$ cat config.mk
export PLATFORM = sky130hd
export DESIGN_NAME = arb2_mux64_ctrl
export DESIGN_NICKNAME = d
export VERILOG_FILES = /design/src/rtl/arb2_mux64_ctrl_pkg.sv /design/src/rtl/arb2_mux64_ctrl_mux.sv /design/src/rtl/arb2_mux64_ctrl.sv
export SDC_FILE = /design/constraint.sdc
export NUM_CORES = 1
export LEC_CHECK = 0
export CORE_ASPECT_RATIO = 1.5
export CORE_MARGIN = 2
export CORE_UTILIZATION = 38
export CTS_CLUSTER_SIZE = 20
export DETAILED_ROUTE_END_ITERATION = 10
export GPL_TIMING_DRIVEN = 0
export PLACE_DENSITY = 0.85
export REMOVE_ABC_BUFFERS = 1
export SYNTH_ARGS = -nofsm -noshare
export SYNTH_HDL_FRONTEND = slang
export SYNTH_SLANG_ARGS = --single-unit
export TNS_END_PERCENT = 10
$ cat constraint.sdc
create_clock -name clk -period 1.8 [get_ports clk]
set_input_delay 0.27 -clock clk [delete_from_list [all_inputs] [get_ports clk]]
set_output_delay 0.27 -clock clk [all_outputs]
set_load 0.05 [all_outputs]
$ cat src/rtl/arb2_mux64_ctrl_pkg.sv
`default_nettype none
// ============================================================================
// Module   : arb2_pkg
// Purpose  : Shared types and helpers for the two-source round-robin
//            arbiter / 64-bit mux sequencer (arb2_mux64_ctrl).
//            - state_t : FSM state encoding (IDLE, GRANT0, GRANT1)
//            - cnt_width() : beat counter width for a given MAX_BURST
// Revision : 1.0  initial release
// ============================================================================
package arb2_pkg;

    localparam logic [1:0] ST_IDLE   = 2'd0;
    localparam logic [1:0] ST_GRANT0 = 2'd1;
    localparam logic [1:0] ST_GRANT1 = 2'd2;

    typedef enum logic [1:0] {
        IDLE   = ST_IDLE,
        GRANT0 = ST_GRANT0,
        GRANT1 = ST_GRANT1
    } state_t;

    // Counter must hold values 0..MAX_BURST inclusive.
    function automatic int cnt_width(input int max_burst);
        return $clog2(max_burst + 1);
    endfunction

endpackage : arb2_pkg
`default_nettype wire

$ cat src/rtl/arb2_mux64_ctrl_mux.sv
`default_nettype none
// ============================================================================
// Module   : mux2t1_64
// Purpose  : Plain 2:1 data mux selecting between the two source buses.
// Ports    : sel (0 = a, 1 = b), a, b : WIDTH-bit inputs, y : WIDTH-bit output
// Revision : 1.0  initial release
// ============================================================================
module mux2t1_64 #(
    parameter int WIDTH = 64
) (
    input  logic             sel,
    input  logic [WIDTH-1:0] a,
    input  logic [WIDTH-1:0] b,
    output logic [WIDTH-1:0] y
);

    assign y = sel ? b : a;

endmodule : mux2t1_64
`default_nettype wire

$ cat src/rtl/arb2_mux64_ctrl.sv
`default_nettype none
// ============================================================================
// Module   : arb2_mux64_ctrl
// Purpose  : Round-robin arbiter and sequencer for a shared 64-bit 2:1 mux.
//            Grants bursts of up to MAX_BURST beats to src0/src1 and registers
//            each accepted beat into a one-entry valid/ready output buffer.
// Ports    : clk, rst_n (async active-low)
//            s0_valid/s0_data/s0_last -> s0_ready   source 0 beat interface
//            s1_valid/s1_data/s1_last -> s1_ready   source 1 beat interface
//            m_valid/m_data/m_src/m_last <- m_ready downstream buffer output
//            sel  : registered mux select, busy : high while a grant is open
// Revision : 1.0  initial release
// ============================================================================
module arb2_mux64_ctrl
    import arb2_pkg::*;
#(
    parameter int WIDTH     = 64,
    parameter int MAX_BURST = 4,
    parameter bit RR_INIT   = 1'b0
) (
    input  logic             clk,
    input  logic             rst_n,
    input  logic             s0_valid,
    input  logic [WIDTH-1:0] s0_data,
    input  logic             s0_last,
    output logic             s0_ready,
    input  logic             s1_valid,
    input  logic [WIDTH-1:0] s1_data,
    input  logic             s1_last,
    output logic             s1_ready,
    output logic             m_valid,
    output logic [WIDTH-1:0] m_data,
    output logic             m_src,
    output logic             m_last,
    input  logic             m_ready,
    output logic             sel,
    output logic             busy
);

    localparam int              CNT_W    = cnt_width(MAX_BURST);
    localparam logic [CNT_W-1:0] LAST_CNT = CNT_W'(MAX_BURST - 1);

    state_t           state;
    state_t           state_nxt;
    logic             rr_ptr;
    logic [CNT_W-1:0] beat_cnt;
    logic [WIDTH-1:0] mux_data;

    logic grant_src;   // source owning the current grant
    logic cur_valid;
    logic cur_last;
    logic slot_free;   // buffer empty or draining this cycle
    logic accept;
    logic beat_last;
    logic win;

    mux2t1_64 #(
        .WIDTH (WIDTH)
    ) u_mux (
        .sel (sel),
        .a   (s0_data),
        .b   (s1_data),
        .y   (mux_data)
    );

    assign grant_src = (state == GRANT1);
    assign cur_valid = grant_src ? s1_valid : s0_valid;
    assign cur_last  = grant_src ? s1_last  : s0_last;
    assign slot_free = !m_valid || m_ready;
    assign accept    = (state != IDLE) && cur_valid && slot_free;
    assign beat_last = cur_last || (beat_cnt == LAST_CNT);
    // Pointer only matters on a tie; otherwise the lone requester wins.
    assign win       = (s0_valid && s1_valid) ? rr_ptr : s1_valid;

    always_ff @(posedge clk or negedge rst_n) begin
        if (!rst_n) begin
            state <= IDLE;
        end else begin
            state <= state_nxt;
        end
    end

    always_comb begin
        state_nxt = state;
        s0_ready  = 1'b0;
        s1_ready  = 1'b0;
        busy      = 1'b0;
        case (state)
            IDLE: begin
                if (s0_valid || s1_valid) begin
                    state_nxt = win ? GRANT1 : GRANT0;
                end
            end
            GRANT0: begin
                busy     = 1'b1;
                s0_ready = slot_free;
                if (accept && beat_last) begin
                    state_nxt = IDLE;
                end
            end
            GRANT1: begin
                busy     = 1'b1;
                s1_ready = slot_free;
                if (accept && beat_last) begin
                    state_nxt = IDLE;
                end
            end
            default: begin
                state_nxt = IDLE;
            end
        endcase
    end

    // Arbitration bookkeeping and the one-entry output buffer.
    always_ff @(posedge clk or negedge rst_n) begin
        if (!rst_n) begin
            rr_ptr   <= RR_INIT;
            sel      <= 1'b0;
            beat_cnt <= '0;
            m_valid  <= 1'b0;
            m_data   <= '0;
            m_src    <= 1'b0;
            m_last   <= 1'b0;
        end else begin
            if (state == IDLE && (s0_valid || s1_valid)) begin
                sel      <= win;
                beat_cnt <= '0;
            end
            if (accept) begin
                // A new beat replaces a draining one, giving 1 beat/clk.
                m_valid  <= 1'b1;
                m_data   <= mux_data;
                m_src    <= grant_src;
                m_last   <= beat_last;
                beat_cnt <= beat_cnt + 1'b1;
                if (beat_last) begin
                    rr_ptr <= ~grant_src;
                end
            end else if (m_ready) begin
                m_valid <= 1'b0;
            end
        end
    end

endmodule : arb2_mux64_ctrl
`default_nettype wire

==> results.json, run 1 <==
{
  "gp_congestion": 0.771,
  "final_cell_area_um2": 6220,
  "wl_met1_um": 3710,
  "synth_area_um2": 3500,
  "required_ps": 2010,
  "grt.overflow.total": 0,
  "holdWs_ps": 317,
  "tightest_slew_ps": 622,
  "crit_path_end_kind": "register",
  "ant_nets": 0,
  "finalCriticalPeriod_ps": 1810,
  "r2r_slack_ps": -10,
  "skew_ps": 4.15,
  "drive_gt1_share_pct": 10.4,
  "routed_wl_um": 11000,
  "vias_per_cell": 5.06,
  "rsz0062_at_grt": "true",
  "diodes": 0,
  "synth.distinct_cells": 22,
  "violations": "setup timing",
  "drtIter0Drc": 136,
  "final_cells": 660,
  "vdd_drop_max_mv": 1.56,
  "io_pins": 206,
  "cts.path.max_buffers": 2,
  "hpwl_um": 8250,
  "grt_pass1_vias": 3303,
  "ys_warn_count": 0,
  "setup_viol": 2,
  "reg2reg_to": "m_data[40]$_DFFE_PN0P_",
  "dpl_cell_area_um2": 5730,
  "max_slew_margin_pct": 58.4,
  "final_nets": 687,
  "r2r_cells": 8,
  "power_w": 0.0123,
  "clockRootBuffer": "clkbuf_16",
  "post-place-cells": 633,
  "die_w_um": 82.3,
  "met2_length_um": 6060,
  "wl_per_cell_um": 16.7,
  "rows": 42,
  "grt_max_degree": 74,
  "initial_core_util_pct": 39.4,
  "setup_ws_ps": -12.3,
  "slew_violations": 0,
  "fin_util_pct": 70.1,
  "netlist_instances": 335,
  "synth_seq_cells": 74,
  "drv_cap": 0,
  "worst-endpoint-arrival_ps": 2020,
  "clkTransAtPathRegs_ps": 50,
  "drtPass1Iterations": 4,
  "cp-startpoint": "state[0]$_DFFE_PN0P_",
  "fin_crit_sh_pct": 101,
  "grt_use_total_pct": 21.4,
  "grt_pass1_wl_um": 15900,
  "cts_tree": "done",
  "coreArea_um2": 8880,
  "clock_sinks": 74,
  "port_buffers": 205,
  "wl_met3_um": 772,
  "clk_latency_ps": 320,
  "p_leak_nw": 2.83,
  "critPathLaunchType": "register",
  "dr.max_layer_used": "met4",
  "hold_violations": 0,
  "r2r-start": "state[0]$_DFFE_PN0P_",
  "numCtsBuffers": 9,
  "hold_class": "in2async",
  "yosys.area.top_type_share_pct": 53.0,
  "synthTopCellsByArea": "dfrtp_1 53%, mux2i_1 19%, a21oi_1 9.6%",
  "p_per_area_nw_per_um2": 1980,
  "die-area_um2": 10000,
  "path_max_fanout": 33,
  "seq_area_frac_synth_pct": 53.0,
  "critPathCapture": "m_data[40]$_DFFE_PN0P_",
  "clock.fmax_ghz": 0.552,
  "drc": 0,
  "antenna_found_initial": 0,
  "outcome": "finished with violations",
  "htreeDepth": 3,
  "synth_top_area_cell": "dfrtp_1",
  "syn2layout_area_growth_pct": 78.0,
  "via_count": 3340,
  "avgSynthCellArea_um2": 10.4,
  "critical_path_class": "reg2reg",
  "fp.dieH_um": 121
}
synthesized netlist by cell type:
cell type	count
dfrtp_1	74
a21oi_1	67
mux2i_1	66
nor2_1	66
buf_2	13
clkbuf_1	7
nand2_1	7
ha_1	6
inv_1	6
o21ai_0	5
buf_4	3
a22o_1	2
and2_1	2
nand2b_1	2
nand3_1	2
a2111oi_4	1
a21o_1	1
mux2i_2	1
nor2b_1	1
nor3_4	1
o2bb2ai_1	1
or3_1	1
placed cells by master (no fill, tap or decap), types with 2 or more instances in the layout:
master,instances
a21oi_1,67
a22o_1,2
and2_1,2
buf_16,5
buf_2,3
buf_4,9
clkbuf_16,10
clkbuf_8,2
clkdlybuf4s50_1,179
clkinv_2,3
dfrtp_1,72
dlygate4sd2_1,3
dlymetal6s2s_1,18
ha_1,3
ha_4,2
inv_1,5
mux2i_1,66
nand2_1,7
nand2b_1,2
nand3_1,2
nor2_1,55
nor2_2,11
nor3_4,2
o21ai_0,5
sequential cells by signal, summed over array words and instances (netlist names):
name,flops
beat_cnt,3
m_data,64
m_last,1
m_src,1
m_valid,1
rr_ptr,1
sel,1
state,2
metal layers:
metal	global-route usage (%)	up-vias
met2	39.1	143
li1	-	1589
met3	3.42	35
met4	13.3	0
met5	0	-
met1	21.6	1573
worst min path at each step:
stage | endpoint | startpoint | cells past startpoint | slack, ps
finish | m_data[4]$_DFFE_PN0P_ | rst_n | 2 | 320
global route | m_data[4]$_DFFE_PN0P_ | rst_n | 2 | 300
CTS | m_data[4]$_DFFE_PN0P_ | rst_n | 2 | 280
detailed placement | m_data[4]$_DFFE_PN0P_ | rst_n | 1 | 70
global placement | m_src$_DFFE_PN0P_ | m_src$_DFFE_PN0P_ | 2 | 470
floorplan | beat_cnt[0]$_DFFE_PN0P_ | rst_n | 0 | -30
final cells by class:
cell class | instances | area [um^2]
fillers | 671 | 2660
repair buffers | 222 | 2340
flip-flops and latches | 74 | 1860
multi-input cells | 233 | 1600
clock buffers | 12 | 256
well taps | 110 | 138
inverters | 6 | 22.5
clock inverters | 3 | 15.0
per-stage QoR:
stage / setup WS [ps] / TNS (ps)
after floorplan: -1840 / -112120
after global placement: -2810 / -326240
after detailed placement: -793 / -39170
after CTS: -64.5 / -1020
after global routing: -109 / -3050
final: -12.3 / -19.0
report_power, final:
group | leakage, nW | total [W] | switching, W | internal, W
Combinational | 1.87 | 0.00762 | 0.00475 | 0.00287
Sequential | 0.826 | 0.00310 | 0.000613 | 0.00248
Clock | 0.138 | 0.00161 | 0.000617 | 0.000992
Total | 2.83 | 0.0123 | 0.00598 | 0.00635
repair_timing:
| action | 4_1_cts | 5_1_grt |
|---|---|---|
| gates cloned | 1 | 1 |
| hold endpoints to repair | 74 | 0 |
| pin swaps | 2 | 4 |
| setup buffers | 2 | 7 |
| endpoints found under the setup margin | 75 | 77 |
| gates resized for setup | 27 | 35 |
| hold buffers | 1 | 0 |
cells by family (layout without fill, tap and decap cells):
family,count (synthesis),count (layout),synth area share [%]
simple gates,82,83,9.66
compound gates,77,77,12.1
flops,74,74,53.0
mux,67,67,19.3
buf+inv,29,243,3.90
fa+ha+maj,6,6,2.15
critical path, cell delays in order (launching register included):
cell and delay (ps):
dfrtp_1 410, inv_2 130, ha_4 170, mux2i_4 360
nor3_4 90, buf_6 180, buf_16 170, nor2_1 130
a21oi_1 50
No activity file was read; power rests on OpenSTA's default activity.
==> inputs of run 2 (changes only) <==
- CORE_UTILIZATION: 38 -> 41
- PLACE_DENSITY: 0.85 -> 0.9
- RECOVER_POWER: default -> 100
- clock period: 1.8 -> 2.3 ns (I/O delays scaled with it)
==> run 2 against run 1 <==
Compared with the run above: critical path depth shrank 6; critical path type is now reg2out; the flow finishes with violations (capacitance limit, slew limit); worst hold slack improved by 160 ps; core utilization is 1.4 points higher; count of clock-buffer cells in the layout decreased by 2; flip-flop and latch count unchanged; first-iteration DRC count up 8.1%; combinational power fell by 28%; setup slack improved by 130 ps; die area decreased by 7.0%; largest cell class unchanged.
==> results.json, run 2 (same netlist as run 1, synthesis figures left out) <==
{
  "largest-register": "m_data",
  "power_frac_comb_pct": 58.9,
  "path_max_fanout": 45,
  "numCtsBuffers": 9,
  "gp_congestion": 0.772,
  "crit_path_end_kind": "output pin",
  "p_seq_share_pct": 25.2,
  "port_buffers": 205,
  "wl_per_cell_um": 16.2,
  "p_sw_w": 0.00456,
  "clock_sinks": 74,
  "ant_nets": 0,
  "grt_max_degree": 75,
  "final_nets": 677,
  "p_int_w": 0.00476,
  "routed_wl_um": 10500,
  "drtPass1Iterations": 4,
  "hold_class": "reg2reg",
  "coreArea_um2": 8360,
  "clk_latency_ps": 330,
  "max_slew_margin_pct": -19.6,
  "vdd_drop_max_mv": 1.10,
  "fin_crit_sh_pct": 94.8,
  "clkTransAtPathRegs_ps": 60,
  "violations": "capacitance limit, slew limit",
  "critical_path_class": "reg2out",
  "hold_violations": 0,
  "holdWs_ps": 477,
  "finalCriticalPeriod_ps": 2180,
  "initial_core_util_pct": 41.8,
  "clockRootBuffer": "clkbuf_16",
  "p_leak_nw": 2.60,
  "rows": 41,
  "mostFrequentLayoutCell": "clkdlybuf4s50_1",
  "clock.fmax_ghz": 0.459,
  "grt_pass1_wl_um": 16200,
  "hpwl_um": 8250,
  "antenna_found_initial": 0,
  "io_pins": 206,
  "drv_cap": 1,
  "p_per_area_nw_per_um2": 1560,
  "outcome": "finished with violations",
  "die-area_um2": 9300,
  "drc": 0,
  "vias_per_cell": 4.99,
  "layout_common_cells": "133 x clkdlybuf4s50_1, 73 x dfrtp_1, 67 x a21oi_1, 67 x dlygate4sd3_1",
  "die_w_um": 79.4,
  "largest_register_ffs": 64,
  "tns_ps": 0,
  "via_count": 3233,
  "cts_hold_buf": 0,
  "cts.path.max_buffers": 2,
  "swShare_pct": 49.0,
  "skew_ps": 2.55,
  "rsz0062_at_grt": "false",
  "p_clk_share_pct": 15.9,
  "grt_use_total_pct": 23.2,
  "reg_top3": "m_data (64), beat_cnt (3), state (2)",
  "drive_gt1_share_pct": 5.36,
  "critPathLaunchType": "register",
  "setup_viol": 0,
  "worst-endpoint-arrival_ps": 1840,
  "grt_pass1_vias": 3262,
  "htreeDepth": 3,
  "fp.dieH_um": 117,
  "slew_violations": 75,
  "required_ps": 1960,
  "syn2layout_area_growth_pct": 70.9,
  "cts_tree": "done",
  "drtIter0Drc": 147,
  "tightest_slew_ps": 1790,
  "grt.overflow.total": 0,
  "diodes": 0
}
run 2: cell types whose count changed in the layout (fill, tap and decap cells not counted), sizes merged, moves of 2 or more:
cell,delta
buf,-13
bufinv,+2
dlymetal6s2s,-18
dlygate4sd3,+66
clkdlybuf4s50,-46
run 2: worst max-delay path: stages (launching register included):
cell      delay, ps
dfrtp_4         670
buf_8           430
clkbuf_2        360
run 2: metal layers:
metal  vias up  global-route usage [%]  share of wire, %
met5         -                       0                 0
met4         0                    14.8               4.2
met3        31                    4.14               4.9
met2       114                    42.5                56
met1      1524                    24.4                35
li1       1564                       -                 -
run 2: final timing paths:
path	from	endpoint	slack, ps	depth (start not counted)
hold reg to reg	m_last$_DFFE_PN0P_	m_last$_DFFE_PN0P_	480	1
hold / removal	m_last$_DFFE_PN0P_	m_last$_DFFE_PN0P_	480	1
setup / recovery	sel$_DFFE_PN0P_	sel	120	2
setup reg to reg	state[0]$_DFFE_PN0P_	m_data[38]$_DFFE_PN0P_	140	9
max in group asynchronous	rst_n	sel$_DFFE_PN0P_	520	1
min in group asynchronous	rst_n	m_data[34]$_DFFE_PN0P_	500	1
run 2: layout make-up:
| type | instances | area (um^2) |
|---|---|---|
| Fill cell | 599 | 2380 |
| Multi-Input combinational cell | 233 | 1520 |
| Clock inverter | 6 | 80.1 |
| Clock buffer | 10 | 239 |
| Inverter | 6 | 22.5 |
| Sequential cell | 74 | 1860 |
| Tap cell | 107 | 134 |
| Timing Repair Buffer | 212 | 2130 |
run 2: metrics by stage:
step	util (%)	cell area, um^2	cells	power [W]	worst slack, ps
after detailed placement	68.0	5680	629	0.00818	-310
after floorplan	-	3380	312	0.00615	-1340
final	71.5	5980	648	0.00932	120
after global routing	71.5	5980	648	0.00982	23.3
after CTS	72.0	6020	648	0.00971	-5.01
after global placement	66.6	5570	624	0.00793	-2270
run 2: power groups by stage:
| stage | logic (W) | clock network, W | registers (W) |
|---|---|---|---|
| after floorplan | 0.00165 | 0 | 0.00450 |
| after global placement | 0.00544 | 0 | 0.00249 |
| after detailed placement | 0.00577 | 0 | 0.00241 |
| after CTS | 0.00581 | 0.00151 | 0.00239 |
| after global routing | 0.00581 | 0.00157 | 0.00245 |
| final | 0.00549 | 0.00148 | 0.00235 |
run 2: timing repair:
action	4_1_cts	5_1_grt
setup buffers	2	0
cloned	1	0
pin swaps	1	0
setup endpoints to repair	31	2
hold endpoints to repair	0	0
resized for setup	4	2
==> inputs of run 3 (changes only) <==
- CORE_ASPECT_RATIO: 1.5 -> 1.75
==> run 3 against run 2 <==
Compared with the run above: the run now ends clean; global-route usage up 1.2 points; critical path depth unchanged; largest cell class unchanged; count of clock-buffer cells in the layout unchanged; final cell count up 1.5%; routed wire length up 5.9%; total power up 2.1%; register-to-register slack worse by 20 ps; sequential power about the same.
==> results.json, run 3 (same netlist as run 1, synthesis figures left out) <==
{
  "p_leak_nw": 2.62,
  "path_buf_inv": 2,
  "antenna_found_initial": 0,
  "path_max_fanout": 38,
  "syn2layout_area_growth_pct": 73.8,
  "max_slew_margin_pct": 32.7,
  "setup_viol": 0,
  "hold_class": "in2async",
  "swShare_pct": 48.8,
  "power_frac_comb_pct": 59.7,
  "crit_family": "buffers and inverters",
  "fp.dieH_um": 126,
  "clock.fmax_ghz": 0.452,
  "power_w": 0.00951,
  "drtPass1Iterations": 4,
  "hpwl_um": 8380,
  "r2r_slack_ps": 120,
  "rows": 44,
  "clock_sinks": 74,
  "htreeDepth": 3,
  "coreArea_um2": 8310,
  "gp_congestion": 0.885,
  "post-place-cells": 639,
  "rsz0062_at_grt": "false",
  "critical_path_class": "reg2out",
  "cp_cell_sequence": "buf_12 > dlygate4sd2_1",
  "grt.overflow.total": 0,
  "die_w_um": 73.8,
  "slew_violations": 0,
  "initial_core_util_pct": 42.1,
  "fin_crit_sh_pct": 96.1,
  "grt_pass1_wl_um": 17100,
  "diodes": 0,
  "outcome": "finished clean",
  "mostFrequentLayoutCell": "clkdlybuf4s50_1",
  "clk_latency_ps": 330,
  "p_clk_share_pct": 15.9,
  "via_count": 3274,
  "grt_max_degree": 74,
  "largest-register": "m_data",
  "cp_slowest_stage_delay_ps": 620,
  "reg_top3": "m_data (64), beat_cnt (3), state (2)",
  "cts.path.max_buffers": 2,
  "crit_path_end_kind": "output pin",
  "wl_per_cell_um": 16.9,
  "drc": 0,
  "finalCriticalPeriod_ps": 2210,
  "io_pins": 206,
  "routed_wl_um": 11100,
  "worst-endpoint-arrival_ps": 1860,
  "p_sw_w": 0.00464,
  "required_ps": 1960,
  "clockRootBuffer": "clkbuf_16",
  "p_per_area_nw_per_um2": 1560,
  "drtIter0Drc": 215,
  "grt_pass1_vias": 3430,
  "tightest_slew_ps": 1010,
  "ant_nets": 0,
  "final_cells": 658,
  "largest_register_ffs": 64,
  "holdWs_ps": 353,
  "p_seq_share_pct": 24.4,
  "drv_cap": 0,
  "crit_slowest_cell": "dfrtp_4",
  "cts_tree": "done",
  "final_nets": 679,
  "critPathLaunchType": "register",
  "grt_use_total_pct": 24.5,
  "port_buffers": 205,
  "clkTransAtPathRegs_ps": 60,
  "p_int_w": 0.00487,
  "die-area_um2": 9310,
  "final_cell_area_um2": 6080,
  "skew_ps": 6.83,
  "dpl_cell_area_um2": 5760,
  "vias_per_cell": 4.98,
  "hold_violations": 0,
  "drive_gt1_share_pct": 5.34,
  "layout_common_cells": "133 x clkdlybuf4s50_1, 73 x dfrtp_1, 68 x dlygate4sd3_1",
  "vdd_drop_max_mv": 1.15,
  "numCtsBuffers": 9
}
-- run 3: cell count changes in the layout (fill, tap and decap cells not counted), sizes merged --
cell         delta
clkinv          -3
buf             +2
clkinvlp        +2
clkbuf          -1
dlygate4sd2     +1
dlygate4sd3     +1
inv             +1
nor3            -1
-- run 3: power by group through the flow --
stage	clock network [W]	registers [W]	logic, W
6_report	0.00152	0.00232	0.00567
5_1_grt	0.00161	0.00241	0.00600
4_1_cts	0.00155	0.00236	0.00595
3_5_place_dp	0	0.00243	0.00585
3_3_place_gp	0	0.00249	0.00548
2_1_floorplan	0	0.00450	0.00165
-- run 3: area by class of cell --
type / instances / area, um^2
clock inverters: 6 / 88.8
inverters: 6 / 22.5
repair buffers: 215 / 2220
multi-input cells: 232 / 1510
well taps: 115 / 144
flip-flops and latches: 74 / 1860
clock buffers: 10 / 239
fillers: 571 / 2230
-- run 3: worst register-to-register path: stages (launching register included) --
cell and delay (ps):
dfrtp_1 400, inv_1 110, ha_1 230, mux2i_2 450
nor3_4 120, buf_16 190, buf_16 170, buf_8 160
nor2_1 150, a21oi_1 80
-- run 3: repair_timing --
item,CTS,global route
buffers inserted,1,1
endpoints found under the hold margin,1,0
pin swaps,0,1
hold buffers,1,0
resized for setup,3,1
endpoints found under the setup margin,3,4
-- run 3: layer usage --
layer	vias to the layer above	track usage, %	wire length [um]
li1	1570	-	-
met2	121	45.4	6440
met1	1550	25.2	3750
met5	-	0	0
met3	33	4.40	517
met4	0	11.8	403
-- run 3: through the flow --
stage               TNS, ps  setup slack (ps)  utilization (%)
finish                    0              90.0             73.1
global route              0              28.2             73.1
CTS                       0              48.8             73.5
detailed placement    -76.5             -24.6             69.3
global placement    -264600             -2390             67.1
floorplan            -78190             -1340                -
-- run 3: final timing paths --
check,startpoint,endpoint,depth (start not counted)
worst max-delay path,sel$_DFFE_PN0P_,sel,2
worst min-delay path,rst_n,m_data[14]$_DFFE_PN0P_,2
worst max register to register,state[0]$_DFFE_PN0P_,m_data[34]$_DFFE_PN0P_,9
worst min register to register,m_last$_DFFE_PN0P_,m_last$_DFFE_PN0P_,1
max in group asynchronous,rst_n,sel$_DFFE_PN0P_,3
min in group clk,m_last$_DFFE_PN0P_,m_last$_DFFE_PN0P_,1
